$ cat src/rtl/axi_slave_responder_pkg.sv
// axi_slave_responder_pkg: AXI channel bundles and response codes shared by the responder and its bench.
package axi_slave_responder_pkg;
    localparam int ADDR_WIDTH     = 16;
    localparam int ID_W_WIDTH     = 5;
    localparam int ID_R_WIDTH     = 5;
    localparam int AXI_DATA_WIDTH = 32;
    localparam logic [1:0] AXI_RESP_OKAY   = 2'b00;
    localparam logic [1:0] AXI_RESP_SLVERR = 2'b10;
    localparam logic [1:0] AXI_BURST_INCR  = 2'b01;
    typedef struct packed {
        logic [ID_W_WIDTH-1:0]       aw_id;
        logic [ADDR_WIDTH-1:0]       aw_addr;
        logic [7:0]                  aw_len;
        logic [2:0]                  aw_size;
        logic [1:0]                  aw_burst;
        logic                        aw_valid;
        logic [AXI_DATA_WIDTH-1:0]   w_data;
        logic [AXI_DATA_WIDTH/8-1:0] w_strb;
        logic                        w_last;
        logic                        w_valid;
        logic                        b_ready;
        logic [ID_R_WIDTH-1:0]       ar_id;
        logic [ADDR_WIDTH-1:0]       ar_addr;
        logic [7:0]                  ar_len;
        logic [2:0]                  ar_size;
        logic [1:0]                  ar_burst;
        logic                        ar_valid;
        logic                        r_ready;
    } axi_mosi_t;
    typedef struct packed {
        logic                      aw_ready;
        logic                      w_ready;
        logic [ID_W_WIDTH-1:0]     b_id;
        logic [1:0]                b_resp;
        logic                      b_valid;
        logic                      ar_ready;
        logic [ID_R_WIDTH-1:0]     r_id;
        logic [AXI_DATA_WIDTH-1:0] r_data;
        logic [1:0]                r_resp;
        logic                      r_last;
        logic                      r_valid;
    } axi_miso_t;
endpackage

$ cat src/rtl/axi_slave_responder_fifo.sv
// axi_slave_responder_fifo: request queue whose ready is a register, so no valid->ready path exists.
module axi_slave_responder_fifo #(
    parameter int WIDTH = 13,
    parameter int DEPTH = 8
) (
    input  logic             clk_i,
    input  logic             arstn_i,
    input  logic             i_push,
    input  logic [WIDTH-1:0] i_data,
    output logic             o_ready,
    input  logic             i_pop,
    output logic [WIDTH-1:0] o_data,
    output logic             o_empty
);
    localparam int PW = (DEPTH > 1) ? $clog2(DEPTH) : 1;
    localparam int CW = $clog2(DEPTH + 1);
    logic [WIDTH-1:0] r_mem [DEPTH];
    logic [PW-1:0]    r_wptr, r_rptr;
    logic [CW-1:0]    r_cnt, w_cnt_next;
    logic             r_ready, w_push, w_pop;
    assign w_push     = i_push && r_ready;
    assign w_pop      = i_pop && !o_empty;
    assign o_empty    = (r_cnt == '0);
    assign o_ready    = r_ready;
    assign o_data     = r_mem[r_rptr];
    assign w_cnt_next = r_cnt + CW'(w_push) - CW'(w_pop);
    always_ff @(posedge clk_i) begin
        if (w_push) r_mem[r_wptr] <= i_data;
    end
    // ready is precomputed from the next occupancy so it is exact on the following cycle
    always_ff @(posedge clk_i or negedge arstn_i) begin
        if (!arstn_i) begin
            r_wptr  <= '0;
            r_rptr  <= '0;
            r_cnt   <= '0;
            r_ready <= 1'b0;
        end else begin
            r_cnt   <= w_cnt_next;
            r_ready <= (w_cnt_next != CW'(DEPTH));
            if (w_push) r_wptr <= (r_wptr == PW'(DEPTH - 1)) ? '0 : r_wptr + 1'b1;
            if (w_pop) r_rptr <= (r_rptr == PW'(DEPTH - 1)) ? '0 : r_rptr + 1'b1;
        end
    end
endmodule

$ cat src/rtl/axi_slave_responder.sv
// axi_slave_responder: AXI sink that answers queued writes/reads after a programmable delay,
// counting completions and flagging WLAST/AWLEN disagreement.
module axi_slave_responder
    import axi_slave_responder_pkg::*;
#(
    parameter int FIFO_DEPTH   = 8,
    parameter int RESPONDER_ID = 0
) (
    input  logic        clk_i,
    input  logic        arstn_i,
    input  logic [7:0]  resp_delay_i,
    input  axi_mosi_t   s_axi_i,
    output axi_miso_t   s_axi_o,
    output logic [15:0] wr_done_o,
    output logic [15:0] rd_done_o,
    output logic        err_o
);
    typedef enum logic [1:0] {WIDLE, WDATA, WDLY, WRESP} wr_state_t;
    typedef enum logic [1:0] {RIDLE, RDLY, RBURST} rd_state_t;
    wr_state_t             r_wstate;
    rd_state_t             r_rstate;
    logic [ID_W_WIDTH-1:0] r_wid;
    logic [ID_R_WIDTH-1:0] r_rid;
    logic [7:0]            r_wlen, r_wbeat, r_wcnt, r_rlen, r_rbeat, r_rcnt;
    logic [1:0]            r_bresp;
    logic                  r_wready, r_bvalid, r_rvalid, r_err;
    logic [15:0]           r_wr_done, r_rd_done;
    logic [7+ID_W_WIDTH:0] w_aw_head;
    logic [7+ID_R_WIDTH:0] w_ar_head;
    logic                  w_aw_ready, w_aw_empty, w_aw_pop, w_ar_ready, w_ar_empty, w_ar_pop;
    logic                  w_rlast, w_wmis, w_unused;
    assign w_aw_pop = (r_wstate == WIDLE) && !w_aw_empty;
    assign w_ar_pop = (r_rstate == RIDLE) && !w_ar_empty;
    assign w_rlast  = (r_rbeat == r_rlen);
    assign w_wmis   = (r_wbeat != r_wlen);
    assign w_unused = ^{s_axi_i.aw_addr, s_axi_i.aw_size, s_axi_i.aw_burst, s_axi_i.w_data,
                        s_axi_i.w_strb, s_axi_i.ar_addr, s_axi_i.ar_size, s_axi_i.ar_burst};
    axi_slave_responder_fifo #(.WIDTH(8 + ID_W_WIDTH), .DEPTH(FIFO_DEPTH)) u_aw_fifo (
        .clk_i(clk_i), .arstn_i(arstn_i), .i_push(s_axi_i.aw_valid),
        .i_data({s_axi_i.aw_len, s_axi_i.aw_id}), .o_ready(w_aw_ready),
        .i_pop(w_aw_pop), .o_data(w_aw_head), .o_empty(w_aw_empty)
    );
    axi_slave_responder_fifo #(.WIDTH(8 + ID_R_WIDTH), .DEPTH(FIFO_DEPTH)) u_ar_fifo (
        .clk_i(clk_i), .arstn_i(arstn_i), .i_push(s_axi_i.ar_valid),
        .i_data({s_axi_i.ar_len, s_axi_i.ar_id}), .o_ready(w_ar_ready),
        .i_pop(w_ar_pop), .o_data(w_ar_head), .o_empty(w_ar_empty)
    );
    always_comb begin
        s_axi_o          = '0;
        s_axi_o.aw_ready = w_aw_ready;
        s_axi_o.w_ready  = r_wready;
        s_axi_o.b_id     = r_wid;
        s_axi_o.b_resp   = r_bresp;
        s_axi_o.b_valid  = r_bvalid;
        s_axi_o.ar_ready = w_ar_ready;
        s_axi_o.r_id     = r_rid;
        s_axi_o.r_data   = r_rvalid ? AXI_DATA_WIDTH'({8'(RESPONDER_ID), r_rbeat}) : '0;
        s_axi_o.r_resp   = AXI_RESP_OKAY;
        s_axi_o.r_last   = r_rvalid && w_rlast;
        s_axi_o.r_valid  = r_rvalid;
    end
    assign wr_done_o = r_wr_done;
    assign rd_done_o = r_rd_done;
    assign err_o     = r_err;
    // both FSMs share one register block; the delay counters load on the transition into the delay state
    always_ff @(posedge clk_i or negedge arstn_i) begin
        if (!arstn_i) begin
            r_wstate  <= WIDLE;
            r_rstate  <= RIDLE;
            r_wid     <= '0;
            r_rid     <= '0;
            r_wlen    <= '0;
            r_wbeat   <= '0;
            r_wcnt    <= '0;
            r_rlen    <= '0;
            r_rbeat   <= '0;
            r_rcnt    <= '0;
            r_bresp   <= AXI_RESP_OKAY;
            r_wready  <= 1'b0;
            r_bvalid  <= 1'b0;
            r_rvalid  <= 1'b0;
            r_err     <= 1'b0;
            r_wr_done <= '0;
            r_rd_done <= '0;
        end else begin
            case (r_wstate)
                WIDLE: if (!w_aw_empty) begin
                    {r_wlen, r_wid} <= w_aw_head;
                    r_wbeat  <= '0;
                    r_wready <= 1'b1;
                    r_wstate <= WDATA;
                end
                WDATA: if (s_axi_i.w_valid) begin
                    r_wbeat <= r_wbeat + 8'd1;
                    if (s_axi_i.w_last) begin
                        r_bresp  <= w_wmis ? AXI_RESP_SLVERR : AXI_RESP_OKAY;
                        r_err    <= r_err | w_wmis;
                        r_wready <= 1'b0;
                        r_wcnt   <= resp_delay_i;
                        r_bvalid <= (resp_delay_i == 8'd0);
                        r_wstate <= (resp_delay_i == 8'd0) ? WRESP : WDLY;
                    end else if (!w_wmis) r_err <= 1'b1;
                end
                WDLY: begin
                    r_wcnt <= r_wcnt - 8'd1;
                    if (r_wcnt == 8'd1) begin
                        r_bvalid <= 1'b1;
                        r_wstate <= WRESP;
                    end
                end
                WRESP: if (s_axi_i.b_ready) begin
                    r_bvalid  <= 1'b0;
                    r_wr_done <= r_wr_done + 16'd1;
                    r_wstate  <= WIDLE;
                end
                default: r_wstate <= WIDLE;
            endcase
            case (r_rstate)
                RIDLE: if (!w_ar_empty) begin
                    {r_rlen, r_rid} <= w_ar_head;
                    r_rbeat  <= '0;
                    r_rcnt   <= resp_delay_i;
                    r_rvalid <= (resp_delay_i == 8'd0);
                    r_rstate <= (resp_delay_i == 8'd0) ? RBURST : RDLY;
                end
                RDLY: begin
                    r_rcnt <= r_rcnt - 8'd1;
                    if (r_rcnt == 8'd1) begin
                        r_rvalid <= 1'b1;
                        r_rstate <= RBURST;
                    end
                end
                RBURST: if (s_axi_i.r_ready) begin
                    if (w_rlast) begin
                        r_rvalid  <= 1'b0;
                        r_rd_done <= r_rd_done + 16'd1;
                        r_rstate  <= RIDLE;
                    end else r_rbeat <= r_rbeat + 8'd1;
                end
                default: r_rstate <= RIDLE;
            endcase
        end
    end
endmodule

$ cat config.mk
export PLATFORM = sky130hd
export DESIGN_NAME = axi_slave_responder
export DESIGN_NICKNAME = d
export VERILOG_FILES = /design/src/rtl/axi_slave_responder_pkg.sv /design/src/rtl/axi_slave_responder_fifo.sv /design/src/rtl/axi_slave_responder.sv
export SDC_FILE = /design/constraint.sdc
export NUM_CORES = 1
export LEC_CHECK = 0
export BUFFER_PORTS_ARGS = -buffer_cell sky130_fd_sc_hd__buf_2
export CORE_MARGIN = 4
export CORE_UTILIZATION = 25
export DETAILED_ROUTE_END_ITERATION = 10
export GPL_ROUTABILITY_DRIVEN = 0
export PLACE_DENSITY = 0.52
export SETUP_SLACK_MARGIN = 0.3
export SLEW_MARGIN = 20
export SYNTH_ARGS = -nofsm -noshare
export SYNTH_HDL_FRONTEND = slang
export SYNTH_HIERARCHICAL = 1
export SYNTH_SLANG_ARGS = --single-unit
$ cat constraint.sdc
create_clock -name clk_i -period 3.25 [get_ports clk_i]
set_clock_uncertainty 0.15 [all_clocks]
set_input_delay 0.8125 -clock clk_i [delete_from_list [all_inputs] [get_ports clk_i]]
set_output_delay 0.8125 -clock clk_i [all_outputs]
set_load 0.01 [all_outputs]
==> impl_metrics.py, run 1 <==
metrics = {
    "worst_setup_path": {
        "required_ps": 3500,
        "crit_path_start_kind": "flop",
        "critical_path.max_fanout": 5,
        "cpMostUsedCell": "inv_2",
        "path_class": "reg2reg",
        "worstPathArrival_ps": 3060,
        "path_buf_inv": 5,
        "crit_family": "adder cells",
        "slowest_stage": "fa_2",
        "endpoint_kind": "flop",
        "path_cells": "inv_2 -> ha_2 -> nor2b_4 -> nand2b_4 -> inv_2 -> ha_4 -> inv_1 -> ha_2 -> inv_2 -> fa_2 -> inv_2 -> nor4b_4 -> mux2i_1",
        "slowest_delay_ps": 560,
    },
    "logic_synthesis": {
        "syn_avg_cell_area_um2": 15.3,
        "ys_ff_latch": 329,
        "yosysSeqAreaShare": 0.626,
        "synth_ff_type": "edfxtp_1",
        "yosys_warnings": 6,
        "synth-edff-count": 208,
        "syn_area_um2": 14800,
        "syn_inst": 969,
        "synthArstFlopShare": 0.368,
        "ys_types": 69,
    },
    "power": {
        "p_int_mw": 10.2,
        "combPwrFrac": 0.339,
        "ir_drop_mv": 0.377,
        "p_per_area_nw_per_um2": 864,
        "seq_power_share": 0.398,
        "swShare": 0.323,
        "total_power_mw": 15.1,
        "power_frac_clock": 0.263,
        "leakagePower_nw": 6.71,
        "switchingPower_mw": 4.88,
    },
    "routing": {
        "drtAntennaViolNets": 0,
        "drtIter0Drc": 406,
        "num_vias": 8270,
        "routedWlPerCell_um": 16.9,
        "dr.pass1.iters": 4,
        "routed_wl_um": 32000,
        "drcViolationCount": 0,
        "viasPerCell": 4.36,
    },
    "timing": {
        "min_period_over_period": 0.865,
        "finalSetupViolCount": 0,
        "rsz0062_at_grt": "false",
        "relSlewSlack": 0.427,
        "maxSlewViolCount": 0,
        "finalCriticalPeriod_ps": 2810,
        "hold_violations": 0,
        "timing.fmax_ghz": 0.356,
        "fin_tns_setup_ps": 0,
        "tightest_slew_ps": 860,
    },
    "placed_design": {
        "place_area_um2": 16200,
        "dp_hpwl_um": 20600,
        "port_buffers": 99,
    },
    "flow_run": {
        "cap_violations": 0,
    },
    "global_route": {
        "grt_start_max_net_pins": 43,
        "grt_use_total": 0.0992,
        "grt_pass1_wl_um": 49700,
        "grt_antenna_before_repair": 2,
        "gr-total-overflow": 0,
        "grt_pass1_vias": 8329,
    },
    "min_path": {
        "hold_class": "in2async",
    },
    "final_layout": {
        "final_util": 0.301,
        "syn_to_final_growth_pct": 18.2,
        "fin_area_um2": 17500,
        "drive_above_1_share": 0.273,
        "nets": 1258,
        "fillers": 5786,
    },
    "floorplanning": {
        "initial_utilization": 0.255,
        "die_h_um": 251,
        "core.rowCount": 88,
        "core-area_um2": 58100,
        "io_pins": 205,
        "die_area_um2": 63200,
        "die_w_um": 251,
    },
    "clock_network": {
        "cts_buffers": 37,
        "h-tree-depth": 2,
        "clkLatencyLatePin_ps": 530,
        "clock-sinks": 329,
        "cts_tree": "done",
        "clock_path_buffers": 3,
        "cts_root_buf": "clkbuf_16",
        "ctsHoldBuffers": 0,
        "clk_pin_slew_ps": 60,
    },
    "status": {
        "outcome": "complete, no violations",
    },
}
[flip-flops by register name, indices dropped and copies added (netlist names), 8 cells and up]
name / cells
wr_done_o: 16
r_wbeat: 8
r_wlen: 8
r_rbeat: 8
r_wcnt: 8
r_rcnt: 8
u_aw_fifo/r_mem: 104
rd_done_o: 16
r_rlen: 8
u_ar_fifo/r_mem: 104
[power by group through the flow]
stage          clock network [mW]  logic (mW)  registers [mW]
6_report                     3.97        5.13            6.03
5_1_grt                      4.29        5.71            6.15
4_1_cts                      4.14        4.94            6.04
3_5_place_dp                    0        4.91            6.12
3_3_place_gp                    0        4.79            6.08
2_1_floorplan                   0        3.80            5.90
[layer usage]
layer | vias to the layer above | track usage | part of all wire
met4 | 2 | 0.0287 | 0.021
met2 | 136 | 0.164 | 0.49
li1 | 3915 | - | -
met5 | - | 0 | 0.00041
met3 | 48 | 0.0228 | 0.047
met1 | 4169 | 0.131 | 0.45
[final timing paths]
check,start,cells past startpoint,slack (ps),end
setup / recovery,r_wstate[1],13,440,u_aw_fifo/o_ready
hold / removal,arstn_i,1,40,rd_done_o[13]
max in group asynchronous,arstn_i,2,2210,wr_done_o[9]
min in group clk_i,rd_done_o[15],1,320,rd_done_o[15]
setup reg to reg,r_wstate[1],13,440,u_aw_fifo/o_ready
hold reg to reg,rd_done_o[15],1,320,rd_done_o[15]
[per-stage QoR]
| stage | setup WS [ps] | instances | hold slack, ps |
|---|---|---|---|
| CTS | 303 | 1885 | 24.1 |
| global placement | 287 | 1818 | 302 |
| finish | 438 | 1896 | 40.9 |
| floorplan | 308 | 995 | 304 |
| detailed placement | 306 | 1818 | 313 |
| global route | 298 | 1895 | 42.6 |
[repair_timing]
action                                  in CTS  in global routing
setup buffers                                0                 10
pin swaps                                    0                  7
gates resized for setup                      2                 28
endpoints found under the setup margin       2                  3
endpoints found under the hold margin        0                  0
[synth_stat cells (3+ instances only)]
cell      number  share of area
mux2i_1        8         0.0054
a21oi_1       27         0.0091
or4_1          4         0.0020
mux2_2        63          0.048
o22ai_1        9         0.0038
nor4_1         5         0.0021
and2_1        13         0.0055
nand2b_1      13         0.0055
nor3_1        15         0.0051
nor2b_1        3         0.0013
inv_1         33         0.0084
buf_6         12         0.0091
a21o_1         3         0.0015
xor2_1        15         0.0089
nor2_1        37         0.0094
o21ai_0       27         0.0091
and3_1         7         0.0030
nand2_1       50          0.013
buf_4         32          0.016
ha_1          34          0.029
a31o_2         3         0.0018
clkbuf_1      20         0.0051
nor3b_1        6         0.0030
nand4_1       16         0.0068
nand3_1       35          0.012
dfrtp_1      121           0.20
a22o_1         4         0.0024
xnor2_1       38          0.022
mux4_1        52          0.092
buf_2          4         0.0014
edfxtp_1     208           0.42
xnor2_2        3         0.0033
[worst reg2reg max path: cells and delay by family (launching register included)]
family / cells / cell delay [ps]
fa+ha+maj: 4 / 1160
buf+inv: 5 / 340
flops: 1 / 430
mux: 1 / 90
simple gates: 3 / 510
[placed cells by master, fill, tap and decap left out, drive strengths merged, types with 27 or more instances in the layout]
| cell type | count |
|---|---|
| xnor2 | 41 |
| inv | 35 |
| edfxtp | 208 |
| nand3 | 35 |
| mux2 | 63 |
| a21oi | 27 |
| dfrtp | 121 |
| o21ai | 29 |
| conb | 27 |
| mux4 | 52 |
| clkbuf | 49 |
| nand2 | 50 |
| buf | 140 |
| ha | 34 |
| nor2 | 37 |
[cell type report]
| type | instances | area (um^2) | area share |
|---|---|---|---|
| Sequential cell | 329 | 9280 | 0.530 |
| Multi-Input combinational cell | 561 | 5180 | 0.296 |
| Clock buffer | 49 | 1000 | 0.0572 |
| Tap cell | 765 | 957 | 0.0547 |
| Timing Repair Buffer | 140 | 822 | 0.0469 |
| Clock inverter | 18 | 141 | 0.00807 |
| Inverter | 33 | 124 | 0.00707 |
| Antenna cell | 1 | 2.50 | 0.000143 |
[cells by family after synthesis]
group / Yosys count / synth area share
AOI/OAI and AO/OA: 98 / 0.0432
xor gates and xnor gates: 56 / 0.0346
adders and majority gates: 36 / 0.0314
buffers and inverters: 105 / 0.0413
DFF: 329 / 0.626
muxes: 123 / 0.145
other: 1 / 0.000253
and+or+nand+nor: 221 / 0.0778
No activity file was read; power rests on OpenSTA's default activity.
==> inputs of run 2 (changes only) <==
--- a/config.mk
+++ b/config.mk
@@ -10,7 +10,7 @@
 export CORE_UTILIZATION = 25
 export DETAILED_ROUTE_END_ITERATION = 10
 export GPL_ROUTABILITY_DRIVEN = 0
-export PLACE_DENSITY = 0.52
+export PLACE_DENSITY = 0.5
 export SETUP_SLACK_MARGIN = 0.3
 export SLEW_MARGIN = 20
 export SYNTH_ARGS = -nofsm -noshare
==> constraint.sdc (replaced) <==
create_clock -name clk_i -period 3.3 [get_ports clk_i]
set_clock_uncertainty 0.15 [all_clocks]
set_input_delay 0.825 -clock clk_i [delete_from_list [all_inputs] [get_ports clk_i]]
set_output_delay 0.825 -clock clk_i [all_outputs]
set_load 0.01 [all_outputs]
==> run 2 against run 1 <==
  * Utilization is 0.13 points higher
  * Clock-buffer cell count is 2 higher
  * Global-route usage is 0.24 points higher
  * Sequential share of layout area is 0.23 points lower
  * Setup slack worse by 18 ps
  * Flip-flop and latch count stayed put
  * Critical path type unchanged
  * Largest cell class unchanged
  * Largest power group unchanged
  * Highest routed layer unchanged
==> impl_metrics.py, run 2 (same netlist as run 1, synthesis figures left out) <==
metrics = {
    "status": {
        "outcome": "complete, no violations",
    },
    "worst_setup_path": {
        "path_class": "reg2reg",
        "path_buf_inv": 5,
        "critical_path.max_fanout": 4,
        "path_cells": "inv_1 -> ha_1 -> nor3b_4 -> buf_4 -> nand2b_4 -> inv_1 -> ha_1 -> inv_1 -> ha_2 -> inv_1 -> fa_1 -> xnor2_2 -> nor4b_2 -> mux2i_1",
        "slowest_stage": "fa_1",
        "worstPathArrival_ps": 3150,
        "slowest_delay_ps": 400,
        "endpoint_kind": "flop",
        "crit_family": "adder cells",
        "cpMostUsedCell": "inv_1",
        "required_ps": 3570,
        "crit_path_start_kind": "flop",
    },
    "power": {
        "p_per_area_nw_per_um2": 863,
        "ir_drop_mv": 0.373,
        "leakagePower_nw": 6.78,
    },
    "floorplanning": {
        "die_h_um": 251,
        "core-area_um2": 58100,
        "initial_utilization": 0.255,
        "io_pins": 205,
        "die_area_um2": 63200,
        "die_w_um": 251,
        "core.rowCount": 88,
    },
    "routing": {
        "num_vias": 8340,
        "drtIter0Drc": 372,
        "drcViolationCount": 0,
        "wl_met2_um": 15400,
        "dr.pass1.iters": 4,
        "wl_met1_um": 14600,
        "highest_layer": "met5",
        "route.met3.wl_um": 1640,
        "viasPerCell": 4.40,
        "routedWlPerCell_um": 17.1,
        "drtAntennaViolNets": 0,
        "routed_wl_um": 32400,
    },
    "global_route": {
        "grt_antenna_before_repair": 6,
        "gr-total-overflow": 0,
        "grt_pass1_wl_um": 50500,
        "grt_start_max_net_pins": 59,
        "grt_use_total": 0.102,
        "grt_pass1_vias": 8391,
    },
    "timing": {
        "timing.fmax_ghz": 0.347,
        "relSlewSlack": 0.440,
        "fin_tns_setup_ps": 0,
        "min_period_over_period": 0.873,
        "finalCriticalPeriod_ps": 2880,
        "fin_ws_ps": 420,
        "tightest_slew_ps": 839,
        "finalSetupViolCount": 0,
        "hold_slack_ps": 93.1,
        "hold_violations": 0,
        "rsz0062_at_grt": "true",
        "maxSlewViolCount": 0,
    },
    "clock_network": {
        "clkLatencyLatePin_ps": 560,
        "ctsHoldBuffers": 0,
        "clk_pin_slew_ps": 60,
        "cts_root_buf": "clkbuf_16",
        "cts_tree": "done",
        "clock-sinks": 329,
        "h-tree-depth": 2,
        "cts_buffers": 38,
        "clock_path_buffers": 3,
    },
    "placed_design": {
        "placed_cells": 1822,
        "post-place-ws_ps": 179,
        "dp_hpwl_um": 21000,
        "port_buffers": 99,
    },
    "final_layout": {
        "layout_common_cells": "edfxtp_1 (208), dfrtp_1 (117), buf_2 (98)",
        "reg_top3": "u_ar_fifo/r_mem (104), u_aw_fifo/r_mem (104)",
        "syn_to_final_growth_pct": 18.7,
        "drive_above_1_share": 0.260,
        "layout_commonest_cell": "edfxtp_1",
        "nets": 1257,
        "instances_no_fill": 1896,
    },
    "flow_run": {
        "cap_violations": 0,
    },
    "min_path": {
        "hold_class": "in2async",
    },
}
==> run 2: cell types whose count changed in the layout (fill, tap and decap cells not counted), sizes merged <==
cell,previous run,this run
clkinv,13,9
clkbuf,49,51
bufinv,2,5
buf,140,138
clkinvlp,1,2
==> run 2: final timing paths <==
check,cells after the start,slack (ps),endpoint,startpoint
setup / recovery,14,420,u_ar_fifo/o_ready,u_ar_fifo/r_cnt[2]
hold / removal,1,90,rd_done_o[14],arstn_i
setup reg to reg,14,420,u_ar_fifo/o_ready,u_ar_fifo/r_cnt[2]
hold reg to reg,1,320,wr_done_o[15],wr_done_o[15]
max in group asynchronous,2,2130,u_aw_fifo/r_cnt[3],arstn_i
min in group clk_i,1,320,wr_done_o[15],wr_done_o[15]
==> run 2: through the flow <==
stage / total power [mW] / area [um^2] / utilization
after floorplan: 9.52 / 14900 / -
after global routing: 16.2 / 17600 / 0.302
after global placement: 10.7 / 16200 / 0.278
after CTS: 15.3 / 17500 / 0.301
after detailed placement: 10.8 / 16200 / 0.278
final: 15.2 / 17600 / 0.302
==> run 2: worst register-to-register path: stages (launching register included) <==
cell and delay [ps]:
dfrtp_1 350, inv_1 70, ha_1 150, nor3b_4 220, buf_4 150, nand2b_4 140, inv_1 50, ha_1 260
inv_1 60, ha_2 170, inv_1 50, fa_1 400, xnor2_2 180, nor4b_2 250, mux2i_1 110
==> run 2: power by group <==
part	total [mW]	switching [mW]	internal (mW)
clock network	4.37	1.72	2.65
logic	4.89	2.49	2.39
registers	5.93	0.631	5.30
total	15.2	4.84	10.3
==> run 2: metal layers <==
metal | up-vias | track usage
li1 | 3918 | -
met1 | 4230 | 0.133
met2 | 126 | 0.165
met3 | 56 | 0.0287
met4 | 10 | 0.0309
met5 | - | 0
==> run 2: final cells by class <==
class                      instances  area [um^2]
multi-input combinational        561         5110
clock inverter                    18          258
fill                            5799        40600
antenna                            1         2.50
clock buffer                      51         1050
inverter                          33          124
timing repair buffer             138          807
sequential                       329         9280
tap                              765          957
==> run 2: what timing repair did <==
action,4_1_cts,5_1_grt
resized for setup,3,17
setup buffers,1,3
setup endpoints to repair,3,3
pin swaps,0,3
